--- src/rtl/div_sequencer.sv ---
// div_sequencer: multi-cycle RV32M divide unit (DIV/DIVU/REM/REMU) for the
// execute stage. Radix-2 restoring shift-subtract on operand magnitudes,
// followed by a single sign-fix cycle. Divide-by-zero and signed overflow
// are resolved at accept time and skip the iteration loop.
//
// Handshake: an operation is accepted on a rising edge when the unit is
// IDLE, start is high, funct3[2] is high and flush is low; operands and
// funct3 are sampled on that edge. stall is high in the accept cycle and
// through CALC/FIX so the pipeline holds the instruction. done pulses for
// exactly one cycle (DONE state) with result already valid and stall low,
// so the pipeline captures result in that cycle. flush abandons any
// operation without a done pulse and leaves result untouched.
module div_sequencer #(
    parameter int WIDTH = 32
) (
    input  logic             clk,
    input  logic             rst_n,
    input  logic             start,
    input  logic [2:0]       funct3,
    input  logic [WIDTH-1:0] dividend,
    input  logic [WIDTH-1:0] divisor,
    input  logic             flush,
    output logic             busy,
    output logic             stall,
    output logic             done,
    output logic [WIDTH-1:0] result,
    output logic [1:0]       o_dbg_state
);

    // Iteration counter is 5 bits for the RV32 case; widened only if WIDTH
    // ever exceeds 32.
    localparam int CNT_W = (WIDTH > 32) ? $clog2(WIDTH) : 5;
    localparam logic [WIDTH-1:0] MIN_NEG = {1'b1, {(WIDTH-1){1'b0}}};

    typedef enum logic [1:0] {
        S_IDLE = 2'd0,
        S_CALC = 2'd1,
        S_FIX  = 2'd2,
        S_DONE = 2'd3
    } state_t;

    state_t             r_state;
    state_t             w_next;

    logic [CNT_W-1:0]   r_cnt;
    logic [WIDTH:0]     r_rem;
    logic [WIDTH-1:0]   r_quo;
    logic [WIDTH-1:0]   r_dvs;
    logic               r_is_rem;
    logic               r_neg_q;
    logic               r_neg_r;
    logic [WIDTH-1:0]   r_result;

    logic               w_accept;
    logic               w_signed;
    logic               w_a_neg;
    logic               w_b_neg;
    logic [WIDTH-1:0]   w_a_mag;
    logic [WIDTH-1:0]   w_b_mag;
    logic               w_div_zero;
    logic               w_ovf;
    logic               w_special;
    logic [WIDTH-1:0]   w_special_res;
    logic [WIDTH:0]     w_shift;
    logic [WIDTH:0]     w_sub;
    logic               w_ge;
    logic [WIDTH-1:0]   w_quo_fix;
    logic [WIDTH-1:0]   w_rem_fix;

    // Accept decode, operand magnitudes and special-case detection.
    always_comb begin
        w_accept      = (r_state == S_IDLE) && start && funct3[2] && !flush;
        w_signed      = !funct3[0];
        w_a_neg       = w_signed && dividend[WIDTH-1];
        w_b_neg       = w_signed && divisor[WIDTH-1];
        w_a_mag       = w_a_neg ? -dividend : dividend;
        w_b_mag       = w_b_neg ? -divisor : divisor;
        w_div_zero    = (divisor == '0);
        w_ovf         = w_signed && (dividend == MIN_NEG) && (divisor == '1);
        w_special     = w_div_zero || w_ovf;
        if (w_div_zero) begin
            w_special_res = funct3[1] ? dividend : '1;
        end else begin
            w_special_res = funct3[1] ? '0 : MIN_NEG;
        end
    end

    // One restoring step and the sign-fix values. The remainder's top bit
    // is always zero after a step; folding it into the compare keeps the
    // step well defined for any register content.
    always_comb begin
        w_shift   = {r_rem[WIDTH-1:0], r_quo[WIDTH-1]};
        w_sub     = w_shift - {1'b0, r_dvs};
        w_ge      = r_rem[WIDTH] || (w_shift >= {1'b0, r_dvs});
        w_quo_fix = r_neg_q ? -r_quo : r_quo;
        w_rem_fix = r_neg_r ? -r_rem[WIDTH-1:0] : r_rem[WIDTH-1:0];
    end

    // State register.
    always_ff @(posedge clk or negedge rst_n) begin
        if (!rst_n) begin
            r_state <= S_IDLE;
        end else begin
            r_state <= w_next;
        end
    end

    // Next-state and status outputs; flush overrides every transition.
    always_comb begin
        w_next = r_state;
        busy   = 1'b0;
        stall  = 1'b0;
        done   = 1'b0;
        case (r_state)
            S_IDLE: begin
                if (w_accept) begin
                    w_next = w_special ? S_DONE : S_CALC;
                end
            end
            S_CALC: begin
                if (r_cnt == '0) begin
                    w_next = S_FIX;
                end
            end
            S_FIX:   w_next = S_DONE;
            S_DONE:  w_next = S_IDLE;
            default: w_next = S_IDLE;
        endcase
        if (flush) begin
            w_next = S_IDLE;
        end
        busy  = (r_state != S_IDLE);
        stall = (r_state == S_CALC) || (r_state == S_FIX) || w_accept;
        done  = (r_state == S_DONE);
    end

    // Datapath: operand load on accept, shift-subtract in CALC, sign fix
    // and result load in FIX. A flush freezes everything in place.
    always_ff @(posedge clk or negedge rst_n) begin
        if (!rst_n) begin
            r_cnt    <= '0;
            r_rem    <= '0;
            r_quo    <= '0;
            r_dvs    <= '0;
            r_is_rem <= 1'b0;
            r_neg_q  <= 1'b0;
            r_neg_r  <= 1'b0;
            r_result <= '0;
        end else if (w_accept) begin
            r_cnt    <= CNT_W'(WIDTH - 1);
            r_rem    <= '0;
            r_quo    <= w_a_mag;
            r_dvs    <= w_b_mag;
            r_is_rem <= funct3[1];
            r_neg_q  <= w_a_neg ^ w_b_neg;
            r_neg_r  <= w_a_neg;
            if (w_special) begin
                r_result <= w_special_res;
            end
        end else if (!flush && (r_state == S_CALC)) begin
            r_quo <= {r_quo[WIDTH-2:0], w_ge};
            r_rem <= w_ge ? w_sub : w_shift;
            r_cnt <= r_cnt - 1'b1;
        end else if (!flush && (r_state == S_FIX)) begin
            r_result <= r_is_rem ? w_rem_fix : w_quo_fix;
        end
    end

    assign result      = r_result;
    assign o_dbg_state = r_state;

endmodule

--- config.mk ---
export PLATFORM = sky130hd
export DESIGN_NAME = div_sequencer
export DESIGN_NICKNAME = d
export VERILOG_FILES = /design/src/rtl/div_sequencer.sv
export SDC_FILE = /design/constraint.sdc
export NUM_CORES = 1
export LEC_CHECK = 0
export BUFFER_PORTS_ARGS = -buffer_cell sky130_fd_sc_hd__buf_2
export CAP_MARGIN = 20
export CORE_UTILIZATION = 35
export DETAILED_ROUTE_END_ITERATION = 6
export PLACE_DENSITY = 0.52
export RECOVER_POWER = 100
export SYNTH_ARGS = -nofsm -noshare
export SYNTH_HDL_FRONTEND = slang
export SYNTH_SLANG_ARGS = --single-unit
--- constraint.sdc ---
create_clock -name clk -period 2.95 [get_ports clk]
set_input_delay 0.59 -clock clk [delete_from_list [all_inputs] [get_ports clk]]
set_output_delay 0.59 -clock clk [all_outputs]
set_load 0.02 [all_outputs]
==> impl_metrics.json <==
{
  "critPathCaptureType": "register",
  "critPathMaxStageDelay_ns": 0.54,
  "path_buf_inv": 3,
  "layout-drive-gt1-share": 0.1846,
  "synth_enable_flop_cells": 0,
  "post-route-min-period_ns": 2.878,
  "tightest_slew_ns": 2.584,
  "synth.net_count": 1447,
  "crit_fanout": 5,
  "gr-usage-all-layers": 0.2340,
  "critical_path_class": "primary input to register",
  "synthAdderAreaFrac": 0.05247,
  "wire_per_inst_um": 18.99,
  "numCtsBuffers": 17,
  "drcViolationCount": 0,
  "dpl.hpwl_um": 28840,
  "area_delta_synth_final_pct": 23.06,
  "antenna_left": 0,
  "power_frac_seq": 0.298,
  "p_sw_frac": 0.4386,
  "crit_arrival_ns": 3.23,
  "numPortBuffers": 107,
  "firstDrtPassIters": 5,
  "internal_power_mw": 5.821,
  "synth.avg_cell_area_um2": 8.169,
  "drv_slew": 37,
  "synth_top_family_by_area": "compound AO/OA/AOI/OAI gates",
  "clock-sinks": 139,
  "ys_seq_area_frac": 0.3199,
  "critPathTopFamily": "simple AND/OR/NAND/NOR gates",
  "die_y_um": 178.3,
  "finClkSkew_ns": 0.01650,
  "num_rows": 64,
  "yosys.area.top_type": "dfrtp_1",
  "max_freq_mhz": 347.4,
  "finalHoldViolations": 0,
  "synth_mux_area_frac": 0.02140,
  "final-setup-viol-count": 0,
  "power.switching_mw": 4.547,
  "initial_core_util": 0.3554,
  "share_comb_of_total_power": 0.500,
  "fin_crit_sh": 0.9757,
  "syn_inst": 1331,
  "fin_hold_ws_ns": 0.4431,
  "drt_iter0_markers": 715,
  "fp.dieW_um": 178.3,
  "tns_ns": 0,
  "nets": 1647,
  "vias_per_cell": 5.517,
  "place_inst": 1907,
  "vdd_ir_drop_max_uv": 472.8,
  "place_congestion": 0.8955,
  "clk_pin_slew_worst_paths_ns": 0.07,
  "synth_top_area_frac": 0.3199,
  "grt_max_degree": 69,
  "yosys.area_share.xor_xnor": 0.1192,
  "yosysWarnings": 0,
  "worstPathRequired_ns": 3.30,
  "fp.coreArea_um2": 30590,
  "setup.worst_path.start_class": "primary input",
  "via_count": 10710,
  "drt-total-wl_um": 36860,
  "cts_tree": "yes",
  "finalNonFillerCells": 1941,
  "ys_async_sr_fraction": 1.000,
  "io_pins": 108,
  "synth.area.top_cells": "dfrtp_1 32%, o21ai_0 7.3%, xnor2_1 6.7%",
  "clock_path_buffers": 2,
  "cp_cell_sequence": "buf_2, nand4_1, or4_1, nor4_1, clkbuf_1, and4_1, buf_4, nor2_1, nor3_1, a2bb2oi_1",
  "status": "complete, but fails checks",
  "cpMaxStageDelayCell": "nor4_1",
  "gr-total-overflow": 0,
  "slew-limit-headroom": -0.7225,
  "root_buffer": "clkbuf_16",
  "synthesis.area_um2": 10870,
  "die-area_um2": 31770,
  "yosys_register_bits": 139,
  "cts-htree-levels": 4,
  "violations": "max-capacitance violations, max-slew violations",
  "power.share.clock": 0.201,
  "clk_latency_ns": 0.43,
  "powerDensity_nw_per_um2": 774.9,
  "synth_cell_types": 74,
  "antenna_found_initial": 0,
  "grt_pass1_vias": 10070,
  "synth-compound-area-share": 0.2598,
  "grt_pass1_wl_um": 57190,
  "ys.flop_type": "dfrtp_1",
  "final_core_util": 0.4374,
  "min_path_type": "primary input to register",
  "cap_violations": 1,
  "leakage_nw": 5.866,
  "synthSimpleGateAreaFrac": 0.1818
}
[cell usage after synthesis (5+ instances only)]
master    instances
a211oi_1         11
a21o_1           22
a21oi_1          75
a22oi_1          30
a31oi_1          12
a32oi_1          13
and3_1            6
buf_2             7
clkbuf_1         57
dfrtp_1         139
ha_1             44
inv_1            57
mux2i_1          21
nand2_1         159
nand2b_1         23
nand3_1          17
nand4_1          15
nor2_1           84
nor2b_1           7
nor3_1           19
nor4_1           10
o211ai_1         17
o21a_1            6
o21ai_0         159
o21ai_1           5
o22ai_1          16
o31ai_1          39
o41ai_1          13
or3_1            19
or4_1            13
xnor2_1          83
xor2_1           65
[kinds of logic (layout without fill, tap and decap cells)]
logic type / Yosys count / in the layout
AOI/OAI and AO/OA: 449 / 449
and+or+nand+nor: 401 / 401
xor gates and xnor gates: 148 / 148
DFF: 139 / 139
buffers and inverters: 126 / 339
adders and majority gates: 45 / 45
muxes: 23 / 23
other: 0 / 1
[worst paths after layout]
kind                                   end          from  slack (ns)  depth (start not counted)
min in group asynchronous        r_rem[29]         rst_n        0.99                          1
worst min register to register    r_dvs[6]      r_dvs[6]        0.48                          2
worst max-delay path            result[31]    divisor[3]        0.07                         10
worst max register to register   r_rem[19]      r_rem[3]        0.08                         10
max in group asynchronous        r_dvs[30]         rst_n        0.46                          2
worst min-delay path            result[14]  dividend[14]        0.44                          3
[repair_timing]
item / CTS / global route
setup endpoints to repair: 4 / 42
cloned: 0 / 0
resized for setup: 2 / 21
pin swaps: 1 / 7
setup buffers: 0 / 1
hold buffers: 0 / 0
[layer usage]
metal,global-route usage,vias to the layer above,share of wire
li1,-,5224,-
met1,0.3367,5157,0.48
met5,0,-,0
met2,0.3649,283,0.45
met4,0.06356,0,0.021
met3,0.03090,45,0.047
[registers in the layout, indices dropped and copies added, names as in the netlist]
register,cells
r_rem,33
r_dvs,32
r_quo,32
result,32
r_cnt,5
o_dbg_state,2
r_is_rem,1
r_neg_q,1
r_neg_r,1
[layout by cell type, fill, tap and decap left out, types with 7 or more instances in the layout]
cell       Yosys  final
a211oi_1      11     10
a21o_1        22     21
a21oi_1       75     72
a22oi_1       30     30
a31oi_1       12     12
a32oi_1       13     13
buf_2          7     69
buf_4          1    128
clkbuf_1      57     44
clkbuf_16      0     17
dfrtp_1      139    139
ha_1          44     43
inv_1         57     56
mux2i_1       21     21
nand2_1      159    159
nand2b_1      23     21
nand3_1       17     17
nand4_1       15     15
nor2_1        84     82
nor2b_1        7      7
nor3_1        19     18
nor4_1        10     10
o211ai_1      17     17
o21ai_0      159    159
o22ai_1       16     15
o31ai_1       39     39
o41ai_1       13     12
or3_1         19     19
or4_1         13     12
xnor2_1       83     83
xor2_1        65     65
[final cells by class]
type | count | area (um2)
fill | 3182 | 17210
multi-input combinational | 1066 | 7027
sequential | 139 | 3478
timing repair buffer | 250 | 1609
tap | 396 | 495.5
clock buffer | 19 | 432.9
inverter | 57 | 214.0
clock inverter | 13 | 121.4
antenna | 1 | 2.502
[per-stage QoR]
step	power [mW]	cell area, um2	setup WS, ns
detailed placement	8.179	12810	-0.2232
CTS	10.31	13370	0.02079
floorplan	6.369	10870	0.01510
global route	11.14	13380	-0.006416
finish	10.37	13380	0.07180
global placement	8.117	12810	-0.1871
[power groups by stage]
stage	logic [mW]	registers (mW)	clock network [mW]
after CTS	5.11	3.07	2.13
after floorplan	3.29	3.08	0
final	5.19	3.09	2.09
after global placement	5.03	3.09	0
after global routing	5.75	3.18	2.21
after detailed placement	5.08	3.10	0
[tightest hold or removal path, cell delays in order]
cell	delay (ns)
buf_2	0.10
o21ai_0	0.08
nand3_1	0.08
Note: power is estimated with default switching activity, not from simulation.
